[config.mk]
export PLATFORM = sky130hd
export DESIGN_NAME = matrix_scan_drv
export DESIGN_NICKNAME = d
export VERILOG_FILES = /design/src/rtl/matrix_scan_drv.sv
export SDC_FILE = /design/constraint.sdc
export NUM_CORES = 1
export LEC_CHECK = 0
export ABC_AREA = 1
export CAP_MARGIN = 20
export CORE_MARGIN = 8
export CORE_UTILIZATION = 60
export CTS_BUF_LIST = sky130_fd_sc_hd__clkbuf_8
export DETAILED_ROUTE_END_ITERATION = 7
export HOLD_SLACK_MARGIN = 0.03
export PLACE_DENSITY_LB_ADDON = 0.25
export SLEW_MARGIN = 40
export SYNTH_ARGS = -nofsm -noshare
export SYNTH_HDL_FRONTEND = slang
export SYNTH_SLANG_ARGS = --single-unit
[constraint.sdc]
create_clock -name clock -period 5.2 [get_ports clock]
set_input_delay 1.04 -clock clock [delete_from_list [all_inputs] [get_ports clock]]
set_output_delay 1.04 -clock clock [all_outputs]
set_load 0.005 [all_outputs]
[src/rtl/matrix_scan_drv.sv]
// Row-scan driver for LED dot matrices: tear-free frame buffering, programmable dwell, per-row PWM.
// Optional anti-ghost row blanking is enabled by defining MATRIX_SCAN_BLANK_EN.
module matrix_scan_drv #(
  parameter int ROWS         = 8,
  parameter int COLS         = 8,
  parameter int DWELL_LOG2   = 8,
  parameter int PWM_BITS     = 4,
  parameter int BLANK_CYCLES = 2
) (
  input  logic                 clock,
  input  logic                 reset,
  input  logic [ROWS*COLS-1:0] frame_data,
  input  logic                 frame_valid,
  output logic                 frame_ready,
  input  logic [PWM_BITS-1:0]  brightness,
  input  logic                 oe,
  output logic [ROWS-1:0]      row,
  output logic [COLS-1:0]      column,
  output logic                 frame_start
);

  localparam int RIDX_W = (ROWS > 1) ? $clog2(ROWS) : 1;
  localparam logic [RIDX_W-1:0]     LAST_ROW  = RIDX_W'(ROWS - 1);
  localparam logic [DWELL_LOG2-1:0] DWELL_MAX = {DWELL_LOG2{1'b1}};

  if ((ROWS < 2) || (DWELL_LOG2 < PWM_BITS) || (BLANK_CYCLES >= (2 ** DWELL_LOG2))) begin : g_param_check
    $error("matrix_scan_drv: illegal parameter combination");
  end

  typedef enum logic [0:0] {
    ST_IDLE = 1'b0,
    ST_SCAN = 1'b1
  } state_t;

  state_t                  state_r;
  state_t                  state_nxt_s;
  logic [RIDX_W-1:0]       row_idx_r;
  logic [RIDX_W-1:0]       row_idx_nxt_s;
  logic [DWELL_LOG2-1:0]   dwell_cnt_r;
  logic [DWELL_LOG2-1:0]   dwell_nxt_s;
  logic [PWM_BITS-1:0]     lvl_r;
  logic [PWM_BITS-1:0]     lvl_eff_s;
  logic [ROWS*COLS-1:0]    display_r;
  logic [ROWS*COLS-1:0]    pending_r;
  logic                    pending_full_r;
  logic [ROWS-1:0]         row_r;
  logic [ROWS-1:0]         row_nxt_s;
  logic [COLS-1:0]         column_r;
  logic [COLS-1:0]         col_nxt_s;
  logic [COLS-1:0]         col_sel_s;
  logic                    frame_start_r;
  logic                    frame_start_nxt_s;
  logic                    dwell_wrap_s;
  logic                    swap_s;
  logic                    capture_s;
  logic                    pwm_on_s;
  logic                    blank_ok_s;

  assign frame_ready  = !pending_full_r && !reset;
  assign capture_s    = frame_valid && frame_ready;
  assign dwell_wrap_s = (dwell_cnt_r == DWELL_MAX);
  assign row          = row_r;
  assign column       = column_r;
  assign frame_start  = frame_start_r;

  // Brightness takes effect only at a row start and is held for the rest of the row.
  assign lvl_eff_s = (dwell_cnt_r == {DWELL_LOG2{1'b0}}) ? brightness : lvl_r;
  assign pwm_on_s  = (dwell_cnt_r[DWELL_LOG2-1 -: PWM_BITS] < lvl_eff_s);

`ifdef MATRIX_SCAN_BLANK_EN
  assign blank_ok_s = (dwell_cnt_r >= DWELL_LOG2'(BLANK_CYCLES));
`else
  assign blank_ok_s = 1'b1;
`endif

  // State register and scan counters.
  always_ff @(posedge clock) begin
    if (reset) begin
      state_r       <= ST_IDLE;
      row_idx_r     <= {RIDX_W{1'b0}};
      dwell_cnt_r   <= {DWELL_LOG2{1'b0}};
      lvl_r         <= {PWM_BITS{1'b0}};
      row_r         <= {ROWS{1'b0}};
      column_r      <= {COLS{1'b0}};
      frame_start_r <= 1'b0;
    end else begin
      state_r       <= state_nxt_s;
      row_idx_r     <= row_idx_nxt_s;
      dwell_cnt_r   <= dwell_nxt_s;
      lvl_r         <= lvl_eff_s;
      row_r         <= row_nxt_s;
      column_r      <= col_nxt_s;
      frame_start_r <= frame_start_nxt_s;
    end
  end

  // Next-state, counter advance and frame-boundary detection.
  always_comb begin
    state_nxt_s       = state_r;
    row_idx_nxt_s     = row_idx_r;
    dwell_nxt_s       = dwell_cnt_r;
    frame_start_nxt_s = 1'b0;
    swap_s            = 1'b0;
    case (state_r)
      ST_IDLE: begin
        swap_s        = pending_full_r;
        row_idx_nxt_s = {RIDX_W{1'b0}};
        dwell_nxt_s   = {DWELL_LOG2{1'b0}};
        if (oe) begin
          state_nxt_s       = ST_SCAN;
          frame_start_nxt_s = 1'b1;
        end else begin
          state_nxt_s = ST_IDLE;
        end
      end
      ST_SCAN: begin
        if (!oe) begin
          state_nxt_s   = ST_IDLE;
          row_idx_nxt_s = {RIDX_W{1'b0}};
          dwell_nxt_s   = {DWELL_LOG2{1'b0}};
        end else begin
          dwell_nxt_s = dwell_cnt_r + 1'b1;
          if (dwell_wrap_s && (row_idx_r == LAST_ROW)) begin
            row_idx_nxt_s     = {RIDX_W{1'b0}};
            frame_start_nxt_s = 1'b1;
            swap_s            = pending_full_r;
          end else if (dwell_wrap_s) begin
            row_idx_nxt_s = row_idx_r + 1'b1;
          end else begin
            row_idx_nxt_s = row_idx_r;
          end
        end
      end
      default: begin
        state_nxt_s   = ST_IDLE;
        row_idx_nxt_s = {RIDX_W{1'b0}};
        dwell_nxt_s   = {DWELL_LOG2{1'b0}};
      end
    endcase
  end

  // Row/column drive for the next cycle, gated by PWM and optional blanking.
  always_comb begin
    col_sel_s = {COLS{1'b0}};
    for (int r = 0; r < ROWS; r++) begin
      col_sel_s = col_sel_s |
                  ((row_idx_r == RIDX_W'(r)) ? display_r[r*COLS +: COLS] : {COLS{1'b0}});
    end
    if ((state_r == ST_SCAN) && oe && pwm_on_s && blank_ok_s) begin
      row_nxt_s = {{(ROWS-1){1'b0}}, 1'b1} << row_idx_r;
      col_nxt_s = col_sel_s;
    end else begin
      row_nxt_s = {ROWS{1'b0}};
      col_nxt_s = {COLS{1'b0}};
    end
  end

  // Pending/display buffers; a capture can never coincide with a swap because ready is low when full.
  always_ff @(posedge clock) begin
    if (reset) begin
      display_r      <= {(ROWS*COLS){1'b0}};
      pending_r      <= {(ROWS*COLS){1'b0}};
      pending_full_r <= 1'b0;
    end else begin
      if (swap_s) begin
        display_r <= pending_r;
      end else begin
        display_r <= display_r;
      end
      if (capture_s) begin
        pending_r      <= frame_data;
        pending_full_r <= 1'b1;
      end else if (swap_s) begin
        pending_full_r <= 1'b0;
      end else begin
        pending_full_r <= pending_full_r;
      end
    end
  end

endmodule

==> metrics, run 1 <==
status complete, no violations; WL/cell 15.2 um; setup TNS 0 ns; Fmax 0.302 GHz; gr usage total 0.208; clock skew just under 0.009 ns; hold buffers post-CTS 0; Final min period between 3 and 4 ns; hold depth 2; # fillers 790; final hold violation count 0; Max-cap violations 0; diodes inserted 0; #FFs+latches synth between 150 and 200; initial drt markers 440; Reg clk slew, reported paths 0.08 ns; Period Utilization, post-route 0.637; Clk Latency, worst-skew pair around 0.45 ns; Placeable Area approximately 10000 um^2; Die Span X approximately 120 um; commonest non-fill, non-tap cells in the layout 197 x nand2_1, 162 x dfxtp_1, 89 x clkdlybuf4s50_1, 77 x a21oi_1, 68 x o21ai_0; mapped cell area 6370 um^2; total chip power 2510 uW; initial antenna violation count 0; crit path max fanout 8; IO Port Bufs just under 90; DRT Pass-1 Iters 4; RSZ-0062 raised after global routing no; clock sinks 162; post-route ant nets 0; pin count of the biggest net entering global routing about 130; register area share after synthesis 0.509; Worst Max-Slew Pin Slew approximately 0.74 ns; Hold Path Origin pending_r[4]; worst reg2reg endpoint display_r[13]; DRC errors left 0; Starting Density 0.617; P per Cell Area about 330 nW/um^2; CTS tree built; # setup viols final 0; Lkg Pwr between 0.002 and 0.003 uW; Rows 37; internal reg-to-reg setup slack around 2.1 ns; Synth cell types 28; first-pass GRT wire length 24200 um; HPWL after detailed placement 10000 um; Worst EP required 4.16 ns; Root Driver clkbuf_8; Mapped Cells between 700 and 800; Max Transition Viols Final 0; routability cong. 0.844; die area 14200 um^2; syn nets 830; CP Capture Type primary output; Hold Crit Class register to register; worst r2r src row_idx_r[1]; Via Count between 5000 and 6000; H-tree depth 4; share of cells above drive strength 1 0.144; post-CTS setup buffers 0; final net count 896; Critical Path AT about 2.3 ns; CTS Buffer Depth 2; vias in the first global route 5108; Die Ht between 100 and 150 um; synthesized area per cell 8.52 um^2; Yosys warning count 0; R2R cell count 9; Rel. slew slack 0.505; Vias/cell approximately 5.4; Worst Hold End display_r[4]; Area Growth Syn to Fin 18.5%; grt ovf 0; io pins 90; Max VDD drop ~0.17 mV; CTS buffer count 17; Setup CP Type input port to primary output; CTS resizes 0; Worst setup SP type input port; most common cell after layout, fill and taps aside nand2_1; final WL 14600 um
==> worst max-delay path, stage by stage <==
cell and delay (ns):
clkdlybuf4s50_1 0.57, nor2_1 0.15, clkdlybuf4s50_1 0.51
==> cell type report <==
| cell class | count | area [um^2] | area share |
|---|---|---|---|
| clock buffer | 20 | 275 | 0.0365 |
| multi-input combinational | 501 | 2660 | 0.353 |
| inverter | 37 | 139 | 0.0184 |
| timing repair buffer | 94 | 945 | 0.125 |
| clock inverter | 12 | 109 | 0.0144 |
| sequential | 162 | 3240 | 0.430 |
| tap | 136 | 170 | 0.0226 |
==> state kept, by name, indices dropped and copies added (netlist names) <==
signal          cells
row_idx_r           3
row                 8
pending_r          64
display_r          64
column              8
dwell_cnt_r         8
frame_start         1
state_r             1
pending_full_r      1
lvl_r               4
==> logic make-up after synthesis <==
kind of cell               share of synthesized area
DFF                                            0.509
AOI/OAI and AO/OA                              0.216
buffers and inverters                         0.0751
muxes                                        0.00472
and+or+nand+nor                                0.173
adders and majority gates                     0.0216
==> synth_stat cells, drive strengths merged <==
cell | instances | share of area
inv | 37 | 0.022
clkbuf | 20 | 0.012
a32o | 3 | 0.0047
nor3 | 7 | 0.0055
nand4 | 3 | 0.0029
a22o | 6 | 0.0083
o21ai | 68 | 0.053
a21boi | 1 | 0.0012
buf | 27 | 0.041
ha | 11 | 0.022
mux2i | 3 | 0.0047
a211oi | 4 | 0.0047
nand3 | 15 | 0.013
dfxtp | 162 | 0.51
nand2 | 201 | 0.12
a21oi | 138 | 0.14
nor4 | 3 | 0.0029
nor2 | 38 | 0.029
==> report_power, final <==
part	total [uW]	leakage, uW	switching, uW	internal (uW)
Sequential	1370	0.00133	39.6	1330
Combinational	279	0.00128	155	123
Clock	868	0.000177	453	415
==> worst max path at each step <==
stage,start,end,slack (ns),depth (start not counted)
after CTS,reset,frame_ready,1.89,3
after global placement,reset,frame_ready,1.92,3
after detailed placement,reset,frame_ready,1.88,3
after global routing,reset,frame_ready,1.84,3
after floorplan,reset,frame_ready,2.87,2
final,reset,frame_ready,1.89,3
==> routing by layer <==
layer	routed length [um]	share of wire	vias up	global-route usage
met5	0	0	-	0
met4	288	0.020	0	0.0791
met3	923	0.063	26	0.0642
met2	7000	0.48	176	0.345
met1	6370	0.44	2375	0.249
li1	-	-	2607	-
==> metrics by stage <==
step / util / std cells / setup WS (ns) / cell area (um^2) / hold slack, ns
4_1_cts: 0.731 / 962 / 1.89 / 7540 / 0.482
3_5_place_dp: 0.693 / 930 / 1.88 / 7160 / 0.466
5_1_grt: 0.731 / 962 / 1.84 / 7540 / 0.502
3_3_place_gp: 0.693 / 930 / 1.92 / 7160 / 0.442
2_1_floorplan: - / 747 / 2.87 / 6370 / 0.430
6_report: 0.731 / 962 / 1.89 / 7540 / 0.480
Note: power is estimated with default switching activity, not from simulation.
==> run 2, diff against run 1 <==
- CORE_UTILIZATION: 60 -> 51
- clock period: 5.2 -> 2.8 ns (I/O delays scaled with it)
==> run 2 against run 1 <==
Die area increased by 15%. Flip-flop and latch count unchanged. Final area increased by 1.8%. Via count decreased by 2.5%. Count of clock-buffer cells in the layout unchanged. Hold slack got worse by 0.013 ns. Critical path depth unchanged. Sequential share of layout area decreased by 0.77 points. Worst setup slack got worse by 1.4 ns. Sequential power increased by 85%. Routed wire length decreased by 1.8%. Critical path type unchanged. Largest power group unchanged. Highest routed layer unchanged.
==> metrics, run 2 (synthesis results as in run 1) <==
CP Capture Type primary output (unchanged); P per Cell Area 636 nW/um^2 (was 333 nW/um^2); placed cell areas 7240 um^2 (was 7160 um^2); hold depth 1 (was 2); Fmax 0.430 GHz; pin count of the biggest net entering global routing 129 (unchanged); final hold violation count 0 (unchanged); # setup viols final 0 (unchanged); setup ws final 0.475 ns (was 1.89 ns); io pins 90 (unchanged); Largest regs display_r: 64 flops, pending_r: 64 flops (unchanged); CP max-delay cell clkdlybuf4s50_1 (unchanged); Setup CP Type input port to primary output (unchanged); HPWL after detailed placement 10200 um (was 10000 um); first-pass GRT wire length 23700 um (was 24200 um); DRC errors left 0 (unchanged); die area 16300 um^2 (was 14200 um^2); Finished Cell Area 7680 um^2 (was 7540 um^2); Reg clk slew, reported paths 0.08 ns (about the same); Die Span X 128 um (was 119 um); share of cells above drive strength 1 0.147 (was 0.144); RSZ-0062 raised after global routing no (unchanged); gr usage total 0.182 (was 0.208); Critical Path AT 1.76 ns (was 2.27 ns); Max Transition Viols Final 0 (unchanged); Max VDD drop 0.275 mV (was 0.166 mV); Lkg Pwr 0.00286 uW (was 0.00279 uW); Period Utilization, post-route 0.830; final WL 14300 um (was 14600 um); worst path cell trace clkdlybuf4s50_1 -> nor2_1 -> clkdlybuf4s50_1 (unchanged); Max-cap violations 0 (unchanged); Top cell by count, worst path clkdlybuf4s50_1 (unchanged); Hold Crit Class register to register (unchanged); Largest stage delay, worst path 0.55 ns (was 0.57 ns); R2R cell count 10 (was 9); diodes inserted 0 (unchanged); most common cell after layout, fill and taps aside nand2_1 (unchanged); Clk Latency, worst-skew pair 0.45 ns (about the same); CTS buffer count 17 (unchanged); CTS resizes 0 (unchanged); Via Count 5052 (was 5184); WL/cell 14.3 um (was 15.2 um); post-route ant nets 0 (unchanged); H-tree depth 4 (unchanged); hold buffers post-CTS 0 (unchanged); Root Driver clkbuf_8 (unchanged); Vias/cell 5.04 (was 5.39); Die Ht 128 um (was 119 um); Worst Setup Slack post-DPL 0.454 ns (was 1.88 ns); commonest non-fill, non-tap cells in the layout 197 x nand2_1, 162 x dfxtp_1, 89 x clkdlybuf4s50_1, 77 x a21oi_1, 68 x o21ai_0 (unchanged); Rel. slew slack 0.534 (was 0.505); CTS Buffer Depth 2 (unchanged); Worst EP required 2.24 ns (was 4.16 ns); Rows 41 (was 37); IO Port Bufs 89 (unchanged); initial antenna violation count 0 (unchanged); grt ovf 0 (unchanged); DRT Pass-1 Iters 5 (was 4); setup TNS 0 ns (unchanged); Final min period around 2.3 ns; # fillers 1148 (was 790); final net count 900 (was 896); Worst setup SP type input port (unchanged); CP Buf/Inv Count 2 (unchanged); clock sinks 162 (unchanged); Starting Density 0.513 (was 0.617); CP top delay family buffers and inverters (unchanged); status complete, no violations (unchanged); crit path max fanout 8 (unchanged); Worst Max-Slew Pin Slew 0.696 ns (was 0.742 ns); clock skew 0.00863 ns (was 0.00873 ns); post-CTS setup buffers 0 (unchanged); routability cong. 0.819 (was 0.844); CTS tree built (unchanged); Placeable Area 12400 um^2 (was 10300 um^2); Area Growth Syn to Fin 20.6% (was 18.5%); vias in the first global route 4946 (was 5108); Worst path depth 3 (unchanged); initial drt markers 433 (was 440)
[run 2: final cells by class]
class                           count  area, um^2  area share
Clock buffer                       20         275      0.0358
Multi-Input combinational cell    501        2660       0.347
Timing Repair Buffer               98         983       0.128
Clock inverter                     12         163      0.0212
Inverter                           37         139      0.0181
Sequential cell                   162        3240       0.422
Tap cell                          172         215      0.0280
[run 2: layer usage]
metal	up-vias	GRT usage	part of all wire
met5	-	0	0
li1	2615	-	-
met3	17	0.0433	0.045
met2	106	0.301	0.47
met1	2314	0.224	0.47
met4	0	0.0727	0.015
[run 2: final timing paths]
check / from / to / slack, ns
max: reset / frame_ready / 0.48
min reg2reg: dwell_cnt_r[0] / dwell_cnt_r[0] / 0.47
max reg2reg: dwell_cnt_r[0] / column[0] / 0.51
min: dwell_cnt_r[0] / dwell_cnt_r[0] / 0.47
[run 2: report_power, final]
group	total [uW]	internal (uW)	switching, uW
Sequential	2540	2470	73.3
Clock	1830	1030	800
Combinational	516	235	280
Total	4890	3730	1150
[run 2: per-stage QoR]
stage / hold WS [ns] / cells / power, uW / util
after floorplan: 0.430 / 747 / 2940 / -
after detailed placement: 0.456 / 970 / 3110 / 0.583
after global placement: 0.442 / 970 / 3090 / 0.583
after global routing: 0.495 / 1002 / 5090 / 0.619
final: 0.467 / 1002 / 4890 / 0.619
after CTS: 0.475 / 1002 / 4920 / 0.619
==> run 3, diff against run 2 <==
- clock period: 2.8 -> 1.85 ns (I/O delays scaled with it)
==> run 3 against run 2 <==
The run now ends with negative setup slack left. Register-to-register slack worse by 0.58 ns. Largest cell class unchanged. Critical path depth increased by 8. Total power up 46%. Non-clock buffer count is 48 higher. Clock power rose by 27%. Critical endpoint is now column[2]. Sequential power rose by 52%. Highest routed layer unchanged. Die area is the same. Count of clock-buffer cells in the layout up 2. Final area grew 7.8%. Combinational power is 84% higher. Worst setup slack worse by 0.54 ns. Flip-flop and latch count unchanged.
==> metrics, run 3 (synthesis results as in run 1) <==
Root Driver clkbuf_8 (unchanged); H-tree depth 4 (unchanged); hold depth 3 (was 1); dpl cells 1001 (was 970); Period Utilization, post-route 1.04; clock group share of total power 0.327 (was 0.375); vias in the first global route 5242 (was 4946); Setup CP Type register to register (was input port to primary output); Reg clk slew, reported paths 0.08 ns (about the same); Top cell by count, worst path nand2_2 (was clkdlybuf4s50_1); internal reg-to-reg setup slack -0.07 ns (was 0.51 ns); FF+latch area 3250 um^2 (was 3240 um^2); Hold Path Origin reset (was dwell_cnt_r[0]); multi-input logic area 2750 um^2 (was 2660 um^2); routability cong. 0.868 (was 0.819); Placeable Area 12400 um^2 (unchanged); initial antenna violation count 0 (unchanged); Largest regs display_r: 64 flops, pending_r: 64 flops (unchanged); clock sinks 162 (unchanged); failing checks negative setup slack; setup ws final -0.0672 ns (was 0.475 ns); Worst setup SP type register (was input port); Vias/cell 5.13 (was 5.04); CP max-delay cell dfxtp_2 (was clkdlybuf4s50_1); pin count of the biggest net entering global routing 47 (was 129); commonest non-fill, non-tap cells in the layout 193 x nand2_1, 160 x dfxtp_1, 88 x clkdlybuf4s50_1, 77 x a21oi_1, 68 x o21ai_0 (was 197 x nand2_1, 162 x dfxtp_1, 89 x clkdlybuf4s50_1, 77 x a21oi_1, 68 x o21ai_0); Critical Path AT 2.31 ns (was 1.76 ns); Finished Cell Area 8280 um^2 (was 7680 um^2); gr usage total 0.194 (was 0.182); Max VDD drop 0.487 mV (was 0.275 mV); Largest stage delay, worst path 0.34 ns (was 0.55 ns); post-route ant nets 0 (unchanged); total chip power 7130 uW (was 4890 uW); Die Ht 128 um (unchanged); diodes inserted 0 (unchanged); CTS buffer count 17 (unchanged); R2R cell count 11 (was 10); Worst EP required 2.24 ns (about the same); Die Span X 128 um (unchanged); CP top delay family adder cells (was buffers and inverters); CTS Buffer Depth 2 (unchanged); final WL 15900 um (was 14300 um); Fmax between 0.5 and 0.6 GHz; final net count 948 (was 900); most common cell after layout, fill and taps aside nand2_1 (unchanged); Area Growth Syn to Fin 30.1% (was 20.6%); Clk Latency, worst-skew pair 0.46 ns (was 0.45 ns); worst reg2reg endpoint column[2] (was column[0]); Post-Layout Cell Count 1049 (was 1002); Power Internal 5290 uW (was 3730 uW); status finished with violations (was complete, no violations); io pins 90 (unchanged); worst r2r src dwell_cnt_r[1] (was dwell_cnt_r[0]); final hold violation count 0 (unchanged); part of the power in registers 0.540 (was 0.520); share of cells above drive strength 1 0.218 (was 0.147); IO Port Bufs 89 (unchanged); hold buffers post-CTS 0 (unchanged); Via Count 5386 (was 5052); Combinational Power Share 0.133 (was 0.106); DRT Pass-1 Iters 4 (was 5); P per Cell Area 861 nW/um^2 (was 636 nW/um^2); CTS tree built (unchanged); Max-cap violations 0 (unchanged); sw frac 0.257 (was 0.236); RSZ-0062 raised after global routing yes (was no); WL/cell 15.2 um (was 14.3 um); HPWL after detailed placement 10800 um (was 10200 um); grt ovf 0 (unchanged); # setup viols final 16 (was 0); Hold Crit Class input port to register (was register to register); DRC errors left 0 (unchanged); die area 16300 um^2 (unchanged); Lkg Pwr 0.00315 uW (was 0.00286 uW); worst path cell trace inv_2 -> ha_4 -> nand2_2 -> nor2_2 -> nand2_2 -> mux2i_2 -> ha_1 -> a211oi_2 -> nand2_2 -> buf_12 -> nor2_2 (was clkdlybuf4s50_1 -> nor2_1 -> clkdlybuf4s50_1); Final min period approximately 1.9 ns; CP Capture Type register (was primary output); Max Transition Viols Final 0 (unchanged); # fillers 1035 (was 1148); Worst Max-Slew Pin Slew 0.335 ns (was 0.696 ns); Psw 1830 uW (was 1150 uW); initial drt markers 290 (was 433); CP Buf/Inv Count 2 (unchanged); Rows 41 (unchanged); clock skew 0.0106 ns (was 0.00863 ns); Starting Density 0.513 (unchanged); first-pass GRT wire length 25100 um (was 23700 um); Worst Hold End lvl_r[3] (was dwell_cnt_r[0]); Rel. slew slack 0.774 (was 0.534); placed cell areas 7560 um^2 (was 7240 um^2); crit path max fanout 16 (was 8); Worst path depth 11 (was 3)
## run 3: cell type report
class,count,share of cell area
flip-flops and latches,162,0.392
multi-input cells,501,0.332
repair buffers,146,0.190
clock buffers,22,0.0366
well taps,172,0.0260
inverters,37,0.0168
clock inverters,9,0.00695
## run 3: how the worst max path moves through the flow
stage / slack [ns] / from / endpoint
4_1_cts: -0.06 / dwell_cnt_r[1] / column[1]
3_5_place_dp: -0.13 / dwell_cnt_r[1] / column[1]
5_1_grt: -0.20 / dwell_cnt_r[1] / column[2]
2_1_floorplan: 0.0006 / dwell_cnt_r[0] / row[5]
3_3_place_gp: -0.06 / dwell_cnt_r[1] / row[7]
6_report: -0.07 / dwell_cnt_r[1] / column[2]
## run 3: stage by stage
stage          utilization  setup WS, ns  setup TNS [ns]  hold WS (ns)
2_1_floorplan            -      0.000562               0         0.407
3_3_place_gp         0.609       -0.0638           -1.03         0.466
3_5_place_dp         0.609        -0.131           -4.79         0.472
4_1_cts              0.657       -0.0576          -0.666         0.421
5_1_grt              0.667        -0.198           -2.64         0.450
6_report             0.667       -0.0672          -0.854         0.447
## run 3: power by group through the flow
stage	sequential, uW	clock, uW	combinational (uW)
detailed placement	3920	0	837
finish	3850	2330	949
global route	3870	2520	1040
CTS	3840	2380	912
floorplan	3890	0	561
global placement	3920	0	813
## run 3: worst reg2reg max path, cell delays in order (launching register included)
cell	delay, ns
dfxtp_2	0.34
inv_2	0.04
ha_4	0.16
nand2_2	0.06
nor2_2	0.03
nand2_2	0.12
mux2i_2	0.26
ha_1	0.28
a211oi_2	0.20
nand2_2	0.10
buf_12	0.17
nor2_2	0.09
## run 3: what timing repair did
action / CTS / global route
setup endpoints to repair: 82 / 78
endpoints found under the hold margin: 0 / 0
buffers inserted: 9 / 2
gates cloned: 3 / 3
gates resized for setup: 18 / 11
pin swaps: 6 / 2
## run 3: metal layers
layer / vias to the layer above / track usage / part of all wire
li1: 2708 / - / -
met1: 2498 / 0.231 / 0.43
met2: 153 / 0.321 / 0.49
met3: 27 / 0.0532 / 0.059
met4: 0 / 0.0818 / 0.024
met5: - / 0 / 0
